==> src/rtl/pwm_deadtime_gen.sv <==
// Purpose : complementary high/low gate drive with programmable dead time from a single PWM input.
// Latency : a pwm_in edge sampled at edge E drops the active output after E; the opposite output rises after E+N.
// Backpr. : none; free-running datapath, pwm_in and dt_cfg/dt_load are sampled every clock.
//
// Ports:
//   clk, rst_n        rising-edge clock, asynchronous active-low reset
//   en                enable; low forces OFF with both outputs low
//   pwm_in            upstream PWM, same clock domain, already registered
//   dt_cfg, dt_load   dead-time value (clk cycles) and its shadow-register write strobe
//   out_hi, out_lo    registered gate drives, never high together
//   short_pulse       one-cycle flag when pwm_in reverses inside a dead-time interval
module pwm_deadtime_gen #(
  parameter int              DT_W       = 8,
  parameter logic [DT_W-1:0] DT_DEFAULT = DT_W'(4)
) (
  input  logic            clk,
  input  logic            rst_n,
  input  logic            en,
  input  logic            pwm_in,
  input  logic [DT_W-1:0] dt_cfg,
  input  logic            dt_load,
  output logic            out_hi,
  output logic            out_lo,
  output logic            short_pulse
);

  typedef enum logic [2:0] {
    OFF     = 3'd0,
    DT_RISE = 3'd1,
    HI_ON   = 3'd2,
    DT_FALL = 3'd3,
    LO_ON   = 3'd4
  } state_t;

  localparam logic [DT_W-1:0] ONE = DT_W'(1);

  state_t          state;
  logic [DT_W-1:0] cnt;
  logic [DT_W-1:0] dt_shadow;
  logic [DT_W-1:0] dt_n;

  // A zero dead time still yields one both-low cycle so the outputs can never overlap.
  // Reads the registered shadow, so a dt_load on the same edge as a DT entry is seen one entry later.
  assign dt_n = (dt_shadow == '0) ? ONE : dt_shadow;

  always_ff @(posedge clk or negedge rst_n) begin
    if (!rst_n) begin
      state       <= OFF;
      cnt         <= '0;
      dt_shadow   <= DT_DEFAULT;
      out_hi      <= 1'b0;
      out_lo      <= 1'b0;
      short_pulse <= 1'b0;
    end else begin
      if (dt_load) begin
        dt_shadow <= dt_cfg;
      end
      short_pulse <= 1'b0;

      if (!en) begin
        state  <= OFF;
        cnt    <= '0;
        out_hi <= 1'b0;
        out_lo <= 1'b0;
      end else begin
        case (state)
          OFF: begin
            cnt    <= dt_n;
            out_hi <= 1'b0;
            out_lo <= 1'b0;
            state  <= pwm_in ? DT_RISE : DT_FALL;
          end
          HI_ON: begin
            if (!pwm_in) begin
              state  <= DT_FALL;
              cnt    <= dt_n;
              out_hi <= 1'b0;
            end
          end
          LO_ON: begin
            if (pwm_in) begin
              state  <= DT_RISE;
              cnt    <= dt_n;
              out_lo <= 1'b0;
            end
          end
          DT_RISE: begin
            // Reversal wins over expiry: a pulse no longer than N never reaches the gate.
            if (!pwm_in) begin
              state       <= DT_FALL;
              cnt         <= dt_n;
              short_pulse <= 1'b1;
            end else if (cnt == ONE) begin
              state  <= HI_ON;
              out_hi <= 1'b1;
            end else if (cnt > ONE) begin
              cnt <= cnt - ONE;
            end
          end
          DT_FALL: begin
            if (pwm_in) begin
              state       <= DT_RISE;
              cnt         <= dt_n;
              short_pulse <= 1'b1;
            end else if (cnt == ONE) begin
              state  <= LO_ON;
              out_lo <= 1'b1;
            end else if (cnt > ONE) begin
              cnt <= cnt - ONE;
            end
          end
          default: begin
            state  <= OFF;
            cnt    <= '0;
            out_hi <= 1'b0;
            out_lo <= 1'b0;
          end
        endcase
      end
    end
  end

endmodule
==> config.mk <==
export PLATFORM = sky130hd
export DESIGN_NAME = pwm_deadtime_gen
export DESIGN_NICKNAME = d
export VERILOG_FILES = /design/src/rtl/pwm_deadtime_gen.sv
export SDC_FILE = /design/constraint.sdc
export NUM_CORES = 1
export LEC_CHECK = 0
export CORE_AREA = 2 2 56 58
export DETAILED_ROUTE_END_ITERATION = 8
export DIE_AREA = 0 0 58 60
export PLACE_DENSITY = 0.73
export SETUP_SLACK_MARGIN = 0.02
export SYNTH_ARGS = -nofsm -noshare
export SYNTH_HDL_FRONTEND = slang
export SYNTH_SLANG_ARGS = --single-unit
==> constraint.sdc <==
create_clock -name clk -period 1.6 [get_ports clk]
set_input_delay 0.32 -clock clk [delete_from_list [all_inputs] [get_ports clk]]
set_output_delay 0.32 -clock clk [all_outputs]
set_load 0.02 [all_outputs]
==> impl_metrics.ini, run 1 <==
[placed_design]
final_weighted_congestion_of_routability_driven_global_placement = 0.8984
hpwlAfterDp_mm = 2.665
pre_cts_slack_ns = -0.4147
buffer_ports.inserted = 15

[global_route]
grt_antenna_before_repair = 0
gr-total-overflow = 0
grt_first_pass_wirelength_mm = 6.458
vias_in_the_first_global_route = 1378
grt_max_degree = 23
gr-usage-all-layers = 0.2454

[setup_path]
critical_path_s_slowest_cell = sky130_fd_sc_hd__dfrtp_1
worst_ep_arrival_time_ns = 1.96
worstSetupPathType = reg -> reg
startpoint_type = flip-flop
critPathMaxStageDelay_ns = 0.43
path_cells = buf_6, nor4_4, buf_4, buf_6, nor4_4, mux2_4, a221o_1
worstSetupEndpointType = flip-flop
worstPathRequired_ns = 1.81
critical_path.max_fanout = 4

[clock_network]
cts.clk_slew.worst_paths_ns = 0.13
cts_made_buffers = 3
clkLatencyLatePin_ns = 0.31
numClockSinks = 22
cts.hold.buffers_added = 0
ctsLongestPathBuffers = 2
cts_tree = done
cts-htree-levels = 1
clock_tree.root_cell = sky130_fd_sc_hd__clkbuf_4

[die]
top_level_ports = 16
die_height_um = 60
placeableCoreArea_mm2 = 0.002903
effective_utilization_at_floorplan = 0.4737
rows = 20
die_area_mm2 = 0.003480
die_w_um = 58

[cells_and_area]
finalCoreUtilization = 0.7177
ff_latch_area_um2 = 551.8
layout.nets = 212
area_delta_synth_final_pct = 51.50
multiInputGateArea_um2 = 882.1
filler_cell_count = 207
drive_above_1_share = 0.4592
antennaDiodeCount = 0

[sta]
setup_viol_count_final = 7
maximum_clock_rate_mhz = 572.1
grt_setup_unrepaired = true
hold_violations = 0
number_of_max_slew_violations_in_the_final_report = 0
final_min_period_over_clock_period = 1.093
fin_skew_ns = 0.003191
fin_crit_ns = 1.748
worst_slack_ns = -0.1481
timing_worst_slew_pin_value_ns = 0.3658
fin_tns_setup_ns = -0.4513
slew_headroom = 0.7554
whs_ns = 0.3390

[routing]
average_via_count_per_standard_cell = 5.934
detail_route.iter0.violations = 29
drt_wl_total_mm = 3.985
drt_drc_violations_left = 0
dr_total_vias = 1359
antenna_left = 0
avgRoutedWirePerCell_um = 17.40
drt_pass1_iterations = 4

[power]
total_leakage_power_nw = 0.9232
power_mw = 1.961
power_per_cell_area_mw_per_mm2 = 941.5
maximum_vdd_drop_uv = 804.9

[synth]
synth.net_count = 151
syn_avg_cell_area_um2 = 10.11
yosysSeqAreaShare = 0.4013
synth_enable_flop_cells = 0
synth-main-ff-cell = sky130_fd_sc_hd__dfrtp_1
syn-cell-area_mm2 = 0.001375
synth.yosys.warnings = 0
synthesis.instances = 136
post_synth_num_cell_types = 50
count_of_state_elements_after_synthesis = 22
async_set_or_reset_register_ratio_after_synthesis = 1.000

[status]
violations = setup timing
status = finished, violations left

[run]
max_cap_violations = 0

[worst_hold_path]
worstHoldPathType = in -> async
[Yosys cell counts, types with 2 or more instances]
cell type | number | area, um2
sky130_fd_sc_hd__a211oi_1 | 5 | 37.54
sky130_fd_sc_hd__a21oi_1 | 5 | 25.02
sky130_fd_sc_hd__a221o_1 | 2 | 20.02
sky130_fd_sc_hd__and3b_1 | 2 | 17.52
sky130_fd_sc_hd__buf_2 | 2 | 10.01
sky130_fd_sc_hd__buf_4 | 2 | 15.01
sky130_fd_sc_hd__buf_6 | 2 | 22.52
sky130_fd_sc_hd__dfrtp_1 | 21 | 525.5
sky130_fd_sc_hd__ha_1 | 2 | 25.02
sky130_fd_sc_hd__inv_1 | 8 | 30.03
sky130_fd_sc_hd__mux2_2 | 6 | 67.56
sky130_fd_sc_hd__mux2i_1 | 3 | 30.03
sky130_fd_sc_hd__nand2_1 | 14 | 52.55
sky130_fd_sc_hd__nand3b_1 | 3 | 22.52
sky130_fd_sc_hd__nor2_1 | 7 | 26.28
sky130_fd_sc_hd__nor4_1 | 3 | 18.77
sky130_fd_sc_hd__o211ai_1 | 2 | 15.01
sky130_fd_sc_hd__o21a_1 | 2 | 15.01
sky130_fd_sc_hd__o21ai_0 | 7 | 35.03
sky130_fd_sc_hd__o221ai_1 | 4 | 35.03
sky130_fd_sc_hd__o22ai_1 | 2 | 12.51
sky130_fd_sc_hd__or3b_2 | 3 | 26.28
sky130_fd_sc_hd__xnor2_1 | 2 | 17.52
[state kept, by name, indices dropped and copies added (netlist names)]
name and cells:
state 3, cnt 8, dt_shadow 8, out_lo 1, short_pulse 1, out_hi 1
[placed cells by master, fill, tap and decap left out, types with 4 or more instances in the layout]
cell type / Yosys / final
sky130_fd_sc_hd__mux2_2: 6 / 5
sky130_fd_sc_hd__o21ai_0: 7 / 4
sky130_fd_sc_hd__buf_4: 2 / 42
sky130_fd_sc_hd__inv_1: 8 / 6
sky130_fd_sc_hd__buf_6: 2 / 5
sky130_fd_sc_hd__dfrtp_1: 21 / 21
sky130_fd_sc_hd__clkdlybuf4s50_1: 0 / 11
sky130_fd_sc_hd__nor2_1: 7 / 7
sky130_fd_sc_hd__nand2_1: 14 / 13
[layer usage]
metal  vias to the layer above  wire length [um]  GRT usage
met2                        37              2104     0.4545
met1                       679              1647     0.2836
met5                         -                 0          0
met3                         8               160    0.04329
met4                         0                74    0.08638
li1                        635                 -          -
[critical path, delay by kind of cell, from the launching register on]
kind | cells | cell delay (ns)
and+or+nand+nor | 2 | 0.26
AOI/OAI and AO/OA | 1 | 0.26
muxes | 1 | 0.27
DFF | 1 | 0.43
buffers and inverters | 3 | 0.43
[cell type report]
| type | count | share of cell area |
|---|---|---|
| clock buffers | 3 | 0.01081 |
| clock inverters | 1 | 0.01441 |
| inverters | 8 | 0.01441 |
| multi-input cells | 99 | 0.4234 |
| flip-flops and latches | 22 | 0.2649 |
| well taps | 33 | 0.01982 |
| repair buffers | 63 | 0.2523 |
[final timing paths]
check,startpoint,endpoint,slack (ns),depth (start not counted)
setup / recovery,cnt[6]$_DFFE_PN0P_,cnt[4]$_DFFE_PN0P_,-0.15,7
hold / removal,rst_n,state[1]$_DFFE_PN0P_,0.34,2
setup reg to reg,cnt[6]$_DFFE_PN0P_,cnt[4]$_DFFE_PN0P_,-0.15,7
hold reg to reg,out_hi$_DFFE_PN0P_,out_hi$_DFFE_PN0P_,0.53,1
max in group asynchronous,rst_n,dt_shadow[2]$_DFFE_PN1P_,0.98,2
min in group clk,out_hi$_DFFE_PN0P_,out_hi$_DFFE_PN0P_,0.53,1
[report_power, final]
part           internal [mW]  switching [mW]  total [mW]
sequential             0.613          0.0579       0.671
clock                  0.253           0.182       0.435
combinational          0.458           0.398       0.855
total                   1.32           0.637        1.96
[kinds of logic (layout without fill, tap and decap cells)]
group	count (synthesis)	count (layout)	share of synthesized area
AO/OA/AOI/OAI	43	43	0.2402
XOR/XNOR	3	3	0.01911
adder cells (fa/ha/maj)	2	2	0.01820
buffers and inverters	15	75	0.05914
flip-flops	22	22	0.4013
multiplexers	9	9	0.07097
AND/OR/NAND/NOR	42	42	0.1911
[through the flow]
stage	instances	cell area (um2)
floorplan	136	1379
global placement	214	1797
detailed placement	214	1797
CTS	224	1923
global route	229	2083
finish	229	2083
[timing repair]
| item | CTS | global route |
|---|---|---|
| buffers inserted | 5 | 5 |
| cloned | 1 | 0 |
| pin swaps | 5 | 5 |
| gates resized for setup | 14 | 25 |
| endpoints found under the setup margin | 13 | 14 |
No activity file was read; power rests on OpenSTA's default activity.
==> inputs of run 2 (changes only) <==
--- a/config.mk
+++ b/config.mk
@@ -6,6 +6,7 @@
 export NUM_CORES = 1
 export LEC_CHECK = 0
 export CORE_AREA = 2 2 56 58
+export CTS_CLUSTER_DIAMETER = 100
 export DETAILED_ROUTE_END_ITERATION = 8
 export DIE_AREA = 0 0 58 60
 export PLACE_DENSITY = 0.73
==> results of run 2 <==
Final layout, timing and power as in run 1 (identical DEF).
==> inputs of run 3 (changes only) <==
==> config.mk (replaced) <==
export PLATFORM = sky130hd
export DESIGN_NAME = pwm_deadtime_gen
export DESIGN_NICKNAME = d
export VERILOG_FILES = /design/src/rtl/pwm_deadtime_gen.sv
export SDC_FILE = /design/constraint.sdc
export NUM_CORES = 1
export LEC_CHECK = 0
export CELL_PAD_IN_SITES_DETAIL_PLACEMENT = 1
export CELL_PAD_IN_SITES_GLOBAL_PLACEMENT = 1
export CORE_AREA = 2 2 63 65
export CTS_CLUSTER_DIAMETER = 100
export DETAILED_ROUTE_END_ITERATION = 8
export DIE_AREA = 0 0 65 67
export PLACE_DENSITY_LB_ADDON = 0.1
export SETUP_SLACK_MARGIN = 0.02
export SYNTH_ARGS = -nofsm -noshare
export SYNTH_HDL_FRONTEND = slang
export SYNTH_SLANG_ARGS = --single-unit
export TNS_END_PERCENT = 50
==> run 3 against run 2 <==
Worst hold slack better by 0.064 ns. Sequential share of layout area down 0.64 points. Routed wire length up 17%. Clock-buffer cell count up 1. Global-route usage down 2.0 points. First-iteration DRC count rose to 2.8 times the previous value. The flow still finishes with violations (setup timing). Total power up 4.4%.
==> impl_metrics.ini, run 3 (synthesis gave the netlist of run 1 again) <==
[global_route]
gr-total-overflow = 0
grt_antenna_before_repair = 0
gr-usage-all-layers = 0.2249
vias_in_the_first_global_route = 1489
grt_max_degree = 23
grt_first_pass_wirelength_mm = 7.417

[cells_and_area]
finalCoreUtilization = 0.5947
drive_above_1_share = 0.4975
reg_top3 = cnt x8, dt_shadow x8, state x3
antennaDiodeCount = 0
layout.nets = 213
area_delta_synth_final_pct = 55.96
layout_common_cells = 42 x sky130_fd_sc_hd__buf_4, 19 x sky130_fd_sc_hd__dfrtp_1, 13 x sky130_fd_sc_hd__clkdlybuf4s50_1, 12 x sky130_fd_sc_hd__nand2_1, 7 x sky130_fd_sc_hd__buf_6
final_common_cell = sky130_fd_sc_hd__buf_4

[routing]
drt_pass1_iterations = 4
average_via_count_per_standard_cell = 5.494
detail_route.iter0.violations = 80
drt_drc_violations_left = 0
drt_wl_total_mm = 4.670
dr_total_vias = 1346
antenna_left = 0
avgRoutedWirePerCell_um = 19.06

[clock_network]
cts.hold.buffers_added = 0
cts_tree = done
cts-htree-levels = 1
ctsLongestPathBuffers = 2
cts.clk_slew.worst_paths_ns = 0.09
numClockSinks = 22
cts_made_buffers = 3
clkLatencyLatePin_ns = 0.26
clock_tree.root_cell = sky130_fd_sc_hd__clkbuf_8

[sta]
fin_crit_ns = 1.651
grt_setup_unrepaired = true
worst_slack_ns = -0.05104
hold_violations = 0
whs_ns = 0.4026
slew_headroom = 0.6820
number_of_max_slew_violations_in_the_final_report = 0
final_min_period_over_clock_period = 1.032
timing_worst_slew_pin_value_ns = 0.4741
maximum_clock_rate_mhz = 605.7
setup_viol_count_final = 8
fin_skew_ns = 0.001599

[power]
maximum_vdd_drop_uv = 576.1
power.sequential.fraction = 0.332
total_leakage_power_nw = 0.9259
power.switching_fraction = 0.3478
p_int_mw = 1.335
relative_contribution_of_the_clock_network_to_total_power = 0.204
power_per_cell_area_mw_per_mm2 = 954.8
p_comb_frac = 0.464
net-switching-power_mw = 0.7121

[setup_path]
worstSetupPathType = reg -> reg
worstPathRequired_ns = 1.75
rr_worst_depth = 5
critical_path.max_fanout = 7
worstSetupEndpointType = flip-flop
startpoint_type = flip-flop
worst_ep_arrival_time_ns = 1.81

[die]
die_area_mm2 = 0.004355
placeableCoreArea_mm2 = 0.003606
effective_utilization_at_floorplan = 0.3813
die_height_um = 67
rows = 22
top_level_ports = 16
die_w_um = 65

[placed_design]
final_weighted_congestion_of_routability_driven_global_placement = 0.8634
hpwlAfterDp_mm = 2.927
buffer_ports.inserted = 15

[status]
violations = setup timing
status = finished, violations left

[worst_hold_path]
worstHoldPathType = in -> async

[run]
max_cap_violations = 0
run 3: cell types whose count changed in the layout (fill, tap and decap cells not counted), sizes merged:
cell           change
dlygate4sd2        -2
clkbuf             +1
bufinv             -1
buf                +1
clkdlybuf4s50      +2
run 3: timing repair:
action | 4_1_cts | 5_1_grt
gates resized for setup | 31 | 16
setup buffers | 13 | 3
setup endpoints to repair | 12 | 14
pin swaps | 11 | 8
run 3: stage by stage:
stage                     power, mW  cell area, um2  setup TNS (ns)  cells  worst slack, ns
after floorplan               1.040            1375        -0.09404    136         -0.04618
after global placement        1.313            1782          -3.333    225          -0.3890
after detailed placement      1.336            1782          -3.946    225          -0.4563
after CTS                     1.944            2054        -0.02707    242         -0.01817
after global routing          2.139            2145         -0.7582    245          -0.1213
final                         2.048            2145         -0.2289    245         -0.05104
run 3: worst max-delay path, stage by stage, from the launching register on:
cell and delay [ns]:
sky130_fd_sc_hd__dfrtp_1 0.40, sky130_fd_sc_hd__buf_4 0.17, sky130_fd_sc_hd__and3b_1 0.18, sky130_fd_sc_hd__o21a_1 0.21, sky130_fd_sc_hd__o21a_1 0.22, sky130_fd_sc_hd__a221o_1 0.35
run 3: power by group through the flow:
stage	Sequential (mW)	Combinational (mW)	Clock, mW
finish	0.680	0.950	0.418
global route	0.685	1.01	0.441
CTS	0.674	0.847	0.423
detailed placement	0.681	0.655	0
global placement	0.678	0.635	0
floorplan	0.677	0.363	0
run 3: final cells by class:
class | count | area [um2]
Tap cell | 48 | 60.06
Timing Repair Buffer | 64 | 545.5
Multi-Input combinational cell | 99 | 899.6
Clock buffer | 4 | 55.05
Inverter | 8 | 30.03
Fill cell | 405 | 1461
Sequential cell | 22 | 554.3
run 3: path summary, 6_finish.rpt:
path                                      startpoint                  endpoint  slack [ns]
min in group clk                  out_hi$_DFFE_PN0P_        out_hi$_DFFE_PN0P_        0.51
worst min-delay path                           rst_n        cnt[4]$_DFFE_PN0P_        0.40
worst min register to register    out_hi$_DFFE_PN0P_        out_hi$_DFFE_PN0P_        0.51
max in group asynchronous                      rst_n  dt_shadow[2]$_DFFE_PN1P_        0.91
worst max-delay path            state[2]$_DFFE_PN0P_        cnt[5]$_DFFE_PN0P_       -0.05
worst max register to register  state[2]$_DFFE_PN0P_        cnt[5]$_DFFE_PN0P_       -0.05
run 3: layer usage:
layer / GRT usage / vias up / share of wire
li1: - / 631 / -
met1: 0.2662 / 679 / 0.43
met2: 0.4188 / 26 / 0.52
met3: 0.03547 / 10 / 0.030
met4: 0.06117 / 0 / 0.022
met5: 0 / - / 0
